==> config.mk <==
export PLATFORM = sky130hd
export DESIGN_NAME = instruction_fetch_stage
export DESIGN_NICKNAME = d
export VERILOG_FILES = /design/src/rtl/instruction_fetch_stage.sv
export SDC_FILE = /design/constraint.sdc
export NUM_CORES = 1
export LEC_CHECK = 0
export ABC_AREA = 1
export CAP_MARGIN = 0
export CORE_ASPECT_RATIO = 0.75
export CORE_MARGIN = 3
export CORE_UTILIZATION = 45
export CTS_BUF_LIST = sky130_fd_sc_hd__clkbuf_8
export DETAILED_ROUTE_END_ITERATION = 12
export PLACE_DENSITY_LB_ADDON = 0.3
export SLEW_MARGIN = 0
export SYNTH_ARGS = -nofsm -noshare
export SYNTH_HDL_FRONTEND = slang
export SYNTH_SLANG_ARGS = --single-unit
==> constraint.sdc <==
create_clock -name Clk -period 3.07 [get_ports Clk]
set_input_delay 0.921 -clock Clk [delete_from_list [all_inputs] [get_ports Clk]]
set_output_delay 0.921 -clock Clk [all_outputs]
set_load 0.01 [all_outputs]
==> src/rtl/instruction_fetch_stage.sv <==
// instruction_fetch_stage
//
// Requester side of the instruction-memory interface. Owns the program
// counter, presents it as the word address to a combinational instruction
// memory, and captures the returned word together with PC+4 into the IF/ID
// pipeline register that feeds decode. Later pipeline stages can stall the
// stage, squash the word being captured, or redirect the PC with a jump
// (from ID) or a taken branch (from EX/MEM).
//
// Ports:
//   Clk              rising-edge clock
//   Reset            synchronous, active-high reset (highest priority)
//   Stall            hazard stall: hold PC, IF/ID and the fetch counter
//   Flush            squash the instruction being captured this cycle
//   Branch           taken-branch redirect, target in BranchTarget
//   BranchTarget     branch target byte address
//   Jump             jump redirect, target in JumpTarget (wins over Branch)
//   JumpTarget       jump target byte address
//   Instruction      word returned by the instruction memory for Address
//   Address          current PC, driven to the instruction memory
//   IFID_Instruction registered fetched instruction
//   IFID_PCPlus4     registered PC+4 of that instruction
//   IFID_Valid       IF/ID holds a real (non-squashed) instruction
//   FetchCount       number of instructions accepted into IF/ID
//   MisalignedFlag   sticky: a winning redirect target was not word aligned

module instruction_fetch_stage #(
   parameter logic [31:0] RESET_PC  = 32'h0000_0000,
   parameter logic [31:0] NOP_INSTR = 32'h0000_0000
) (
   input  logic        Clk,
   input  logic        Reset,
   input  logic        Stall,
   input  logic        Flush,
   input  logic        Branch,
   input  logic [31:0] BranchTarget,
   input  logic        Jump,
   input  logic [31:0] JumpTarget,
   input  logic [31:0] Instruction,
   output logic [31:0] Address,
   output logic [31:0] IFID_Instruction,
   output logic [31:0] IFID_PCPlus4,
   output logic        IFID_Valid,
   output logic [31:0] FetchCount,
   output logic        MisalignedFlag
);

   logic [31:0] pcReg;
   logic [31:0] pcPlus4;
   logic        redirect;
   logic [31:0] rawTarget;
   logic        targetMisaligned;
   logic [31:0] nextPc;
   logic        squash;
   logic        capture;

   // The memory address is the PC register and nothing else, so the memory
   // read always reflects the architectural PC of the word being fetched.
   assign Address = pcReg;

   // Redirect selection and next-PC choice. Jump comes from an earlier stage
   // than Branch but wins when both fire; the losing target is ignored
   // entirely, including for misalignment reporting. Redirects beat Stall
   // because the stalled fetch is down a wrong path anyway. The adder wraps
   // naturally at 32 bits.
   always_comb begin
      pcPlus4          = pcReg + 32'd4;
      redirect         = Jump | Branch;
      rawTarget        = Jump ? JumpTarget : BranchTarget;
      targetMisaligned = redirect && (rawTarget[1:0] != 2'b00);
      squash           = redirect | Flush;
      capture          = !squash && !Stall;
      nextPc           = pcPlus4;
      if (redirect) begin
         nextPc = {rawTarget[31:2], 2'b00};
      end else if (Stall) begin
         nextPc = pcReg;
      end
   end

   // Program counter register.
   always_ff @(posedge Clk) begin
      if (Reset) begin
         pcReg <= RESET_PC;
      end else begin
         pcReg <= nextPc;
      end
   end

   // IF/ID pipeline register and fetch counter. A squash inserts a NOP
   // bubble and does not count; a stall freezes everything; otherwise the
   // memory word is accepted and counted.
   always_ff @(posedge Clk) begin
      if (Reset) begin
         IFID_Instruction <= NOP_INSTR;
         IFID_PCPlus4     <= 32'd0;
         IFID_Valid       <= 1'b0;
         FetchCount       <= 32'd0;
      end else if (squash) begin
         IFID_Instruction <= NOP_INSTR;
         IFID_PCPlus4     <= 32'd0;
         IFID_Valid       <= 1'b0;
      end else if (capture) begin
         IFID_Instruction <= Instruction;
         IFID_PCPlus4     <= pcPlus4;
         IFID_Valid       <= 1'b1;
         FetchCount       <= FetchCount + 32'd1;
      end
   end

   // Sticky misalignment indicator; only Reset clears it.
   always_ff @(posedge Clk) begin
      if (Reset) begin
         MisalignedFlag <= 1'b0;
      end else if (targetMisaligned) begin
         MisalignedFlag <= 1'b1;
      end
   end

endmodule

-- Yosys cells after proc, flatten, opt, wreduce, memory -nomap -nowiden
Cells that the tools add are included.
- bits in registers: 130
- input port bits: 102
- output and inout port bits: 130
- word-level logic and storage cells: 24
- add/sub/neg operators: 2
- eq/ne operators: 1
- muxes and demuxes: 3
- bitwise operators: 3
- reduce and logical (&&, ||, !) cells: 8
- operator list (cell ; number):
    $mux W32 ; 3
    $add A32 B1 Y32 const B ; 1
    $add A32 B3 Y32 const B ; 1
    $reduce_or A2 Y1 ; 2
    $logic_and A1 B1 Y1 ; 2
    $logic_not A1 Y1 ; 2
    $ne A2 B1 Y1 const B ; 1
    $or A1 B1 Y1 ; 2
    $reduce_and A2 Y1 ; 1
    $reduce_bool A2 Y1 ; 1
    $not A1 Y1 ; 1

-- Depth between registers and ports, before layout
- depth in word-level cells: 5
- gate-level depth with buffers: 11
- mapped depth without buffers: 10

-- Worst setup path before layout
OpenSTA, ideal clock, no wires.
- path type: input-to-reg
- start: input Jump
- end: register FetchCount[25]
- library setup time: 0.113 ns
- arrival: 1.871 ns
- data required time: 2.957 ns
- path slack: 1.086 ns
- stages on the path: 10
- buffers on the path: 2
- cells stage by stage: buf_6 nor2_8 nand3_2 buf_6 nor2_4 nand3b_2 nor2_1 nand2_1 nand2_1 nor2_1
- word-level cells in the longest chain between the ends: 5
- elaborated cells on any way between the ends: 6
- those cells by class: bitwise: 3; reduce/logical: 3
- ends and longest elaborated chain (element ; line ; RTL):
    start, declared ; 37 ; input logic Jump,
    $or A1 B1 Y1 (*) ; 68 ; redirect = Jump | Branch;
    $or A1 B1 Y1 (*) ; 71 ; squash = redirect | Flush;
    $logic_not A1 Y1 ; 72 ; capture = !squash && !Stall;
    $logic_and A1 B1 Y1 ; 72 ;
    $reduce_and A2 Y1 (no line) (*) ; -- ;
    end signal, assigned ; 107 ; FetchCount <= FetchCount + 32'd1;
    end, declared ; 44 ; output logic [31:0] FetchCount,
Every way passes the cells marked *; elsewhere a longest branch is shown, timed or not.
A chain may end at the register's enable or synchronous reset.

-- Worst setup path after layout
- start: register pcReg[23] (netlist: Address[23])
- end: output Address[23]
- RTL lines (element ; line ; RTL):
    start, declared ; 48 ; logic [31:0] pcReg;
    start signal, assigned ; 86 ; pcReg <= nextPc;
    end, declared ; 40 ; output logic [31:0] Address,
No word-level cell between the ends.

==> impl_results.md <==
- Status: completed
- Max-slew violation count: 0
- Synthesized area per cell: 6.67 um2
- CTS tree: done
- Flop and latch count out of synthesis: 126
- Routed len/inst: 15.7 um
- Layout cells sized above 1: 0.0695
- Vias in the first global route: 6461
- Combinational share of power: 0.135
- Die Y: 109 um
- Layout Nets: 1286
- Minimum clock period after layout: 2.44 ns
- Min-delay worst type: flip-flop to flip-flop
- Antenna viol nets, final: 0
- Max-cap violations: 0
- Synth top area share: 0.394
- Core footprint: 13800 um2
- CTS H-tree lvls: 4
- Final hold vios: 0
- Actual slew at the worst max-slew pin: 0.543 ns
- Layout area overhead: 45.4%
- Iter 0 DRT Violations: 723
- HPWL Detailed: 15.9 mm
- Pwr dens: 390 nW/um2
- Yosys cell types: 41
- Placed cell area: 8920 um2
- Fmax achieved: 0.409 GHz
- Arrival time worst endpoint: 1.52 ns
- Register area share after synthesis: 0.394
- Final core utilization: 0.674
- Crit Path Max Fanout: 6
- DRT Pass-1 Iters: 5
- LEAKAGE: 3.55 nW
- TritonCTS Sinks: 126
- RePlAce Congestion: 0.988
- Family with the most delay on the worst path: buffers and inverters
- DIE AREA: 15700 um2
- Clock slew at reported path FFs: 0.08 ns
- Hold_buf cts: 0
- Cell Area, Synth: 6400 um2
- Initial antenna violation count: 0
- Leading cell type in the layout, fill and taps excluded: nand2_1
- # diodes: 0
- CTS max path bufs: 2
- Xor and xnor area share after synthesis: 0.0233
- Num CTS Buffers: 17
- Synth Instances: 960
- YS warnings: 0
- Vias: 7091
- Slew Limit Headroom: 0.638
- CP Buf/Inv Count: 1
- Vias per cell: 5.18
- Cts repair resizes: 0
- Flop pwr share: 0.477
- Final Power: 3.62 mW
- Combinational family with the most area after synthesis: simple AND/OR/NAND/NOR gates
- Pin count of the biggest net entering global routing: 51
- Die X: 144 um
- Gr usage total: 0.271
- Post-synthesis adder-cell area fraction: 0.00391
- Ports: 232
- DR DRC count: 0
- Setup TNS: 0 ns
- Worst VDD drop: 0.284 mV
- Most frequent cells in the layout: 287 x nand2_1, 227 x clkdlybuf4s50_1, 141 x nor2_1, 126 x dfxtp_1, 78 x a21oi_1
- Final Instance Area: 9300 um2
- Int Pwr: 2.61 mW
- Synth top area cells: dfxtp_1 39%, nand2_1 17%, nor2_1 8.3%
- WHS: 0.461 ns
- Simple-Gate Fraction of Synth Area: 0.330
- Kind of critical path: flip-flop to output pin
- Clock Latency Late Sink: 0.44 ns
- Cell taking the most area after synthesis: dfxtp_1
- Port bufs: 227
- Part of the cycle the worst path needs: 0.796
- Post-CTS Setup Bufs: 0
- Starting density of the core: 0.464
- Critical path launch point type: flip-flop
- Total gr overflow: 0
- Worst-path cell chain: clkdlybuf4s50_1
- Clk Tree Root Cell: clkbuf_8
- Setup violations, final: 0
- Req. time, crit path: 2.15 ns
- Clock power frac: 0.388
- Switching portion of total power: 0.279
- Site row count: 37
- RSZ-0062 raised after global routing: no
- Mux cell area share after synthesis: 0
- Slowest cell on crit path: clkdlybuf4s50_1
- Sw Pwr: 1.01 mW
- Synth Area in Compound Gates: 0.165
- Worst path max stage delay: 0.61 ns
- Global-route wire length before repair: 33.3 mm
- Nature of the critical path endpoint: output pin
- Skew final: 0.0140 ns
- Post-Route WL: 21.5 mm
## per-stage QoR
stage / setup slack, ns / instances
detailed placement: 0.239 / 1338
floorplan: 1.09 / 963
global placement: 0.295 / 1338
finish: 0.628 / 1370
global route: 0.528 / 1370
CTS: 0.618 / 1370
## registers in the layout, summed over array words and instances (netlist names)
name / flops
Address: 30
IFID_PCPlus4: 30
IFID_Valid: 1
MisalignedFlag: 1
FetchCount: 32
IFID_Instruction: 32
## synthesized netlist by cell type, drive strengths merged
cell / number
a31oi: 7
a211oi: 1
a21oi: 78
and2: 2
nand3: 23
o21ai: 68
a21o: 1
o21a: 1
or2: 2
inv: 78
dfxtp: 126
a22oi: 8
nor3: 8
nand2: 292
nand3b: 8
nor4: 1
conb: 1
clkinv: 1
xor2: 12
clkbuf: 26
buf: 21
ha: 2
a221oi: 23
nand4: 6
xnor2: 5
nor2: 157
nor3b: 2
## routing by layer
layer / global-route usage / wire, um
met3: 0.0956 / 2210
met5: 0 / 0
met2: 0.403 / 9390
met1: 0.369 / 9470
met4: 0.0847 / 384
## worst reg2reg max path, stage by stage, from the launching register on
cell	delay (ns)
dfxtp_1	0.47
ha_1	0.26
nand2_1	0.10
nor2_4	0.13
nand2_1	0.12
nor2_1	0.39
nand2_1	0.09
nand2_1	0.07
nand2_1	0.06
o21ai_0	0.14
inv_1	0.05
## layout make-up
class	instances	area, um2
multi-input cells	711	3360
clock buffers	18	248
flip-flops and latches	126	2520
fillers	1210	4490
clock inverters	14	134
well taps	175	219
repair buffers	247	2520
inverters	79	297
## final timing paths
check                                     from                                 to  slack, ns  depth (start not counted)
min reg2reg  IFID_Instruction[25]$_SDFFE_PP0P_  IFID_Instruction[25]$_SDFFE_PP0P_       0.46                          2
max reg2reg            Address[3]$_SDFFE_PP0P_      IFID_PCPlus4[24]$_SDFFE_PP0P_       1.09                         10
min          IFID_Instruction[25]$_SDFFE_PP0P_  IFID_Instruction[25]$_SDFFE_PP0P_       0.46                          2
max                   Address[23]$_SDFFE_PP0P_                        Address[23]       0.63                          1
## power by group through the flow
stage               registers (mW)  clock network, mW  logic [mW]
floorplan                     1.77                  0       0.186
global placement              1.76                  0       0.480
detailed placement            1.76                  0       0.484
CTS                           1.73               1.43       0.487
global route                  1.74               1.50       0.529
finish                        1.73               1.41       0.488
## cell families after synthesis
kind of cell / Yosys count
AO/OA/AOI/OAI: 187
buffers and inverters: 126
XOR/XNOR: 17
adder cells (fa/ha/maj): 2
other: 1
AND/OR/NAND/NOR: 501
flip-flops: 126
Power figures use the tool's default switching activity.
==> RTL edit (config.mk and constraints unchanged) <==
Register the output `FetchCount` once more, with the module's reset; this adds one clock of latency there. The other outputs are not delayed to match.
--- a/src/rtl/instruction_fetch_stage.sv
+++ b/src/rtl/instruction_fetch_stage.sv
@@ -44,6 +44,8 @@
    output logic [31:0] FetchCount,
    output logic        MisalignedFlag
 );
+
+   logic [31:0] FetchCount_s0;
 
    logic [31:0] pcReg;
    logic [31:0] pcPlus4;
@@ -95,7 +97,7 @@
          IFID_Instruction <= NOP_INSTR;
          IFID_PCPlus4     <= 32'd0;
          IFID_Valid       <= 1'b0;
-         FetchCount       <= 32'd0;
+         FetchCount_s0    <= 32'd0;
       end else if (squash) begin
          IFID_Instruction <= NOP_INSTR;
          IFID_PCPlus4     <= 32'd0;
@@ -104,7 +106,7 @@
          IFID_Instruction <= Instruction;
          IFID_PCPlus4     <= pcPlus4;
          IFID_Valid       <= 1'b1;
-         FetchCount       <= FetchCount + 32'd1;
+         FetchCount_s0    <= FetchCount_s0 + 32'd1;
       end
    end
 
@@ -117,5 +119,13 @@
       end
    end
 
+   always_ff @(posedge Clk) begin
+      if (Reset) begin
+         FetchCount <= '0;
+      end else begin
+         FetchCount <= FetchCount_s0;
+      end
+   end
+
 endmodule
 
Behaviour: not the same (a bounded check fails within 4 cycles, from zero or initial values and one cycle with Reset high).
==> RTL edit against the unedited design <==
Setup slack worse by 0.31 ns. Sequential share of layout area up 4.5 points. Synthesized area up 12%. Die area up 12%. Routed wire length up 2.7%. Cell area up 7.6%. Sequential cell count up 32. First-iteration DRC count down 34%. Total power up 13%. Clock power up 4%.
==> RTL edit: results (changes against the unedited design) <==
----------------------------------------------------
[Finish]
  Count of fill cells added during filler insertion ... 1402 (was 1210)
  Buffers, non-clock ... 244 (was 247)
  Non-clock inverters ... 97 (was 79)
  Register area ... 3163 µm² (was 2522 µm²)
  Number of multi-input combinational cells ... 731 (was 711)
  Core Util, Final ... 0.6491 (was 0.6742)
  Clock tree cell share of total cell area ... 0.03625 (was 0.04103)
  Layout cells sized above 1 ... 0.05794 (was 0.06946)
  Count of inserted antenna diode cells ... 1 (was 0)
  Fraction of standard cell area in multi-input logic ... 0.3424 (was 0.3612)
  FFs & Latches ... 158 (was 126)
  Area share of buffers outside the clock network ... 0.2430 (was 0.2712)
  Registers with the most flip-flops ... FetchCount (32), FetchCount_s0 (32), IFID_Instruction (32) (was FetchCount (32), IFID_Instruction (32))

[Die]
  Row count ... 39 (was 37)

[Routing]
  Total via count in the routed design ... 7400 (was 7091)
  Detailed-route wire length on metal 1 ... 9590 µm (was 9466 µm)
  Routed met2 length ... 9588 µm (was 9389 µm)
  Routed WL per cell ... 15.02 µm (was 15.66 µm)
  DRC violation total after the first TritonRoute iteration ... 479 (was 723)

[Logic synthesis]
  Post-synth top cells ... 279 x sky130_fd_sc_hd__nand2_1, 165 x sky130_fd_sc_hd__nor2_1, 158 x sky130_fd_sc_hd__dfxtp_1 (was 287 x sky130_fd_sc_hd__nand2_1, 142 x sky130_fd_sc_hd__nor2_1, 126 x sky130_fd_sc_hd__dfxtp_1)
  Area contributors post-synth ... sky130_fd_sc_hd__dfxtp_1 44%, sky130_fd_sc_hd__nand2_1 15%, sky130_fd_sc_hd__nor2_1 8.6% (was sky130_fd_sc_hd__dfxtp_1 39%, sky130_fd_sc_hd__nand2_1 17%, sky130_fd_sc_hd__nor2_1 8.3%)
  Number of distinct library cells after synthesis ... 37 (was 41)
  Syn Area/Cell ... 6.952 µm² (was 6.665 µm²)
  Sequential element share of the synthesized area ... 0.4409 (was 0.3942)

[Setup path]
  Critical Path Fanout Max ... 27 (was 6)
  Data arrival time of the critical path ... 3.08 ns (was 1.52 ns)
  End point of the critical path ... Address[26] (was Address[23])
  Crit path largest cell delay ... 0.51 ns (was 0.61 ns)
  R2R setup slack ... 1.05 ns (was 1.09 ns)
  Launch instance of the worst register-to-register path ... Address[2] (was Address[3])
  Start point of the critical path ... Branch (was Address[23])
  WS Path Type ... input pin to register (was register to output pin)

[Placement]
  Worst slack at placement ... -0.05943 ns (was 0.2387 ns)
  Post-DP Area ... 9643 µm² (was 8920 µm²)
  Detailed placement HPWL ... 16480 µm (was 15920 µm)

[Power]
  LEAKAGE ... 3.776 nW (was 3.553 nW)
  Max VDD drop ... 0.3329 mV (was 0.2841 mV)

[STA]
  Period minus WS final ... 2.755 ns (was 2.442 ns)
  Hold WS ... 0.4697 ns (was 0.4609 ns)
  Clock Skew ... 0.01224 ns (was 0.01405 ns)

[Run status]
  Status ... completed (unchanged)

[GRT]
  Via count of the first global-routing pass ... 6880 (was 6461)

----------------------------------------------------
## RTL edit: cell types whose count changed in the layout (fill, tap and decap cells not counted), sizes merged, moves of 4 or more
cell	delta
nand2	-9
a21oi	+6
nor2	+23
dfxtp	+32
inv	+17
o21ai	+4
## RTL edit: power breakdown
group	internal, mW	switching (mW)	total, mW
Combinational	0.261	0.223	0.484
Sequential	2.09	0.0544	2.14
Clock	0.703	0.764	1.47
Total	3.05	1.04	4.09
## RTL edit: kinds of logic after synthesis
| family | synth area share |
|---|---|
| and+or+nand+nor | 0.3001 |
| AOI/OAI and AO/OA | 0.1536 |
| DFF | 0.4409 |
| buffers and inverters | 0.08301 |
| xor gates and xnor gates | 0.01831 |
| adders and majority gates | 0.003487 |
| other | 0.0005227 |
## RTL edit: per-layer routing
metal / vias to the layer above / global-route usage
li1: 3734 / -
met1: 3327 / 0.3100
met2: 305 / 0.3846
met3: 34 / 0.1027
met4: 0 / 0.08922
met5: - / 0
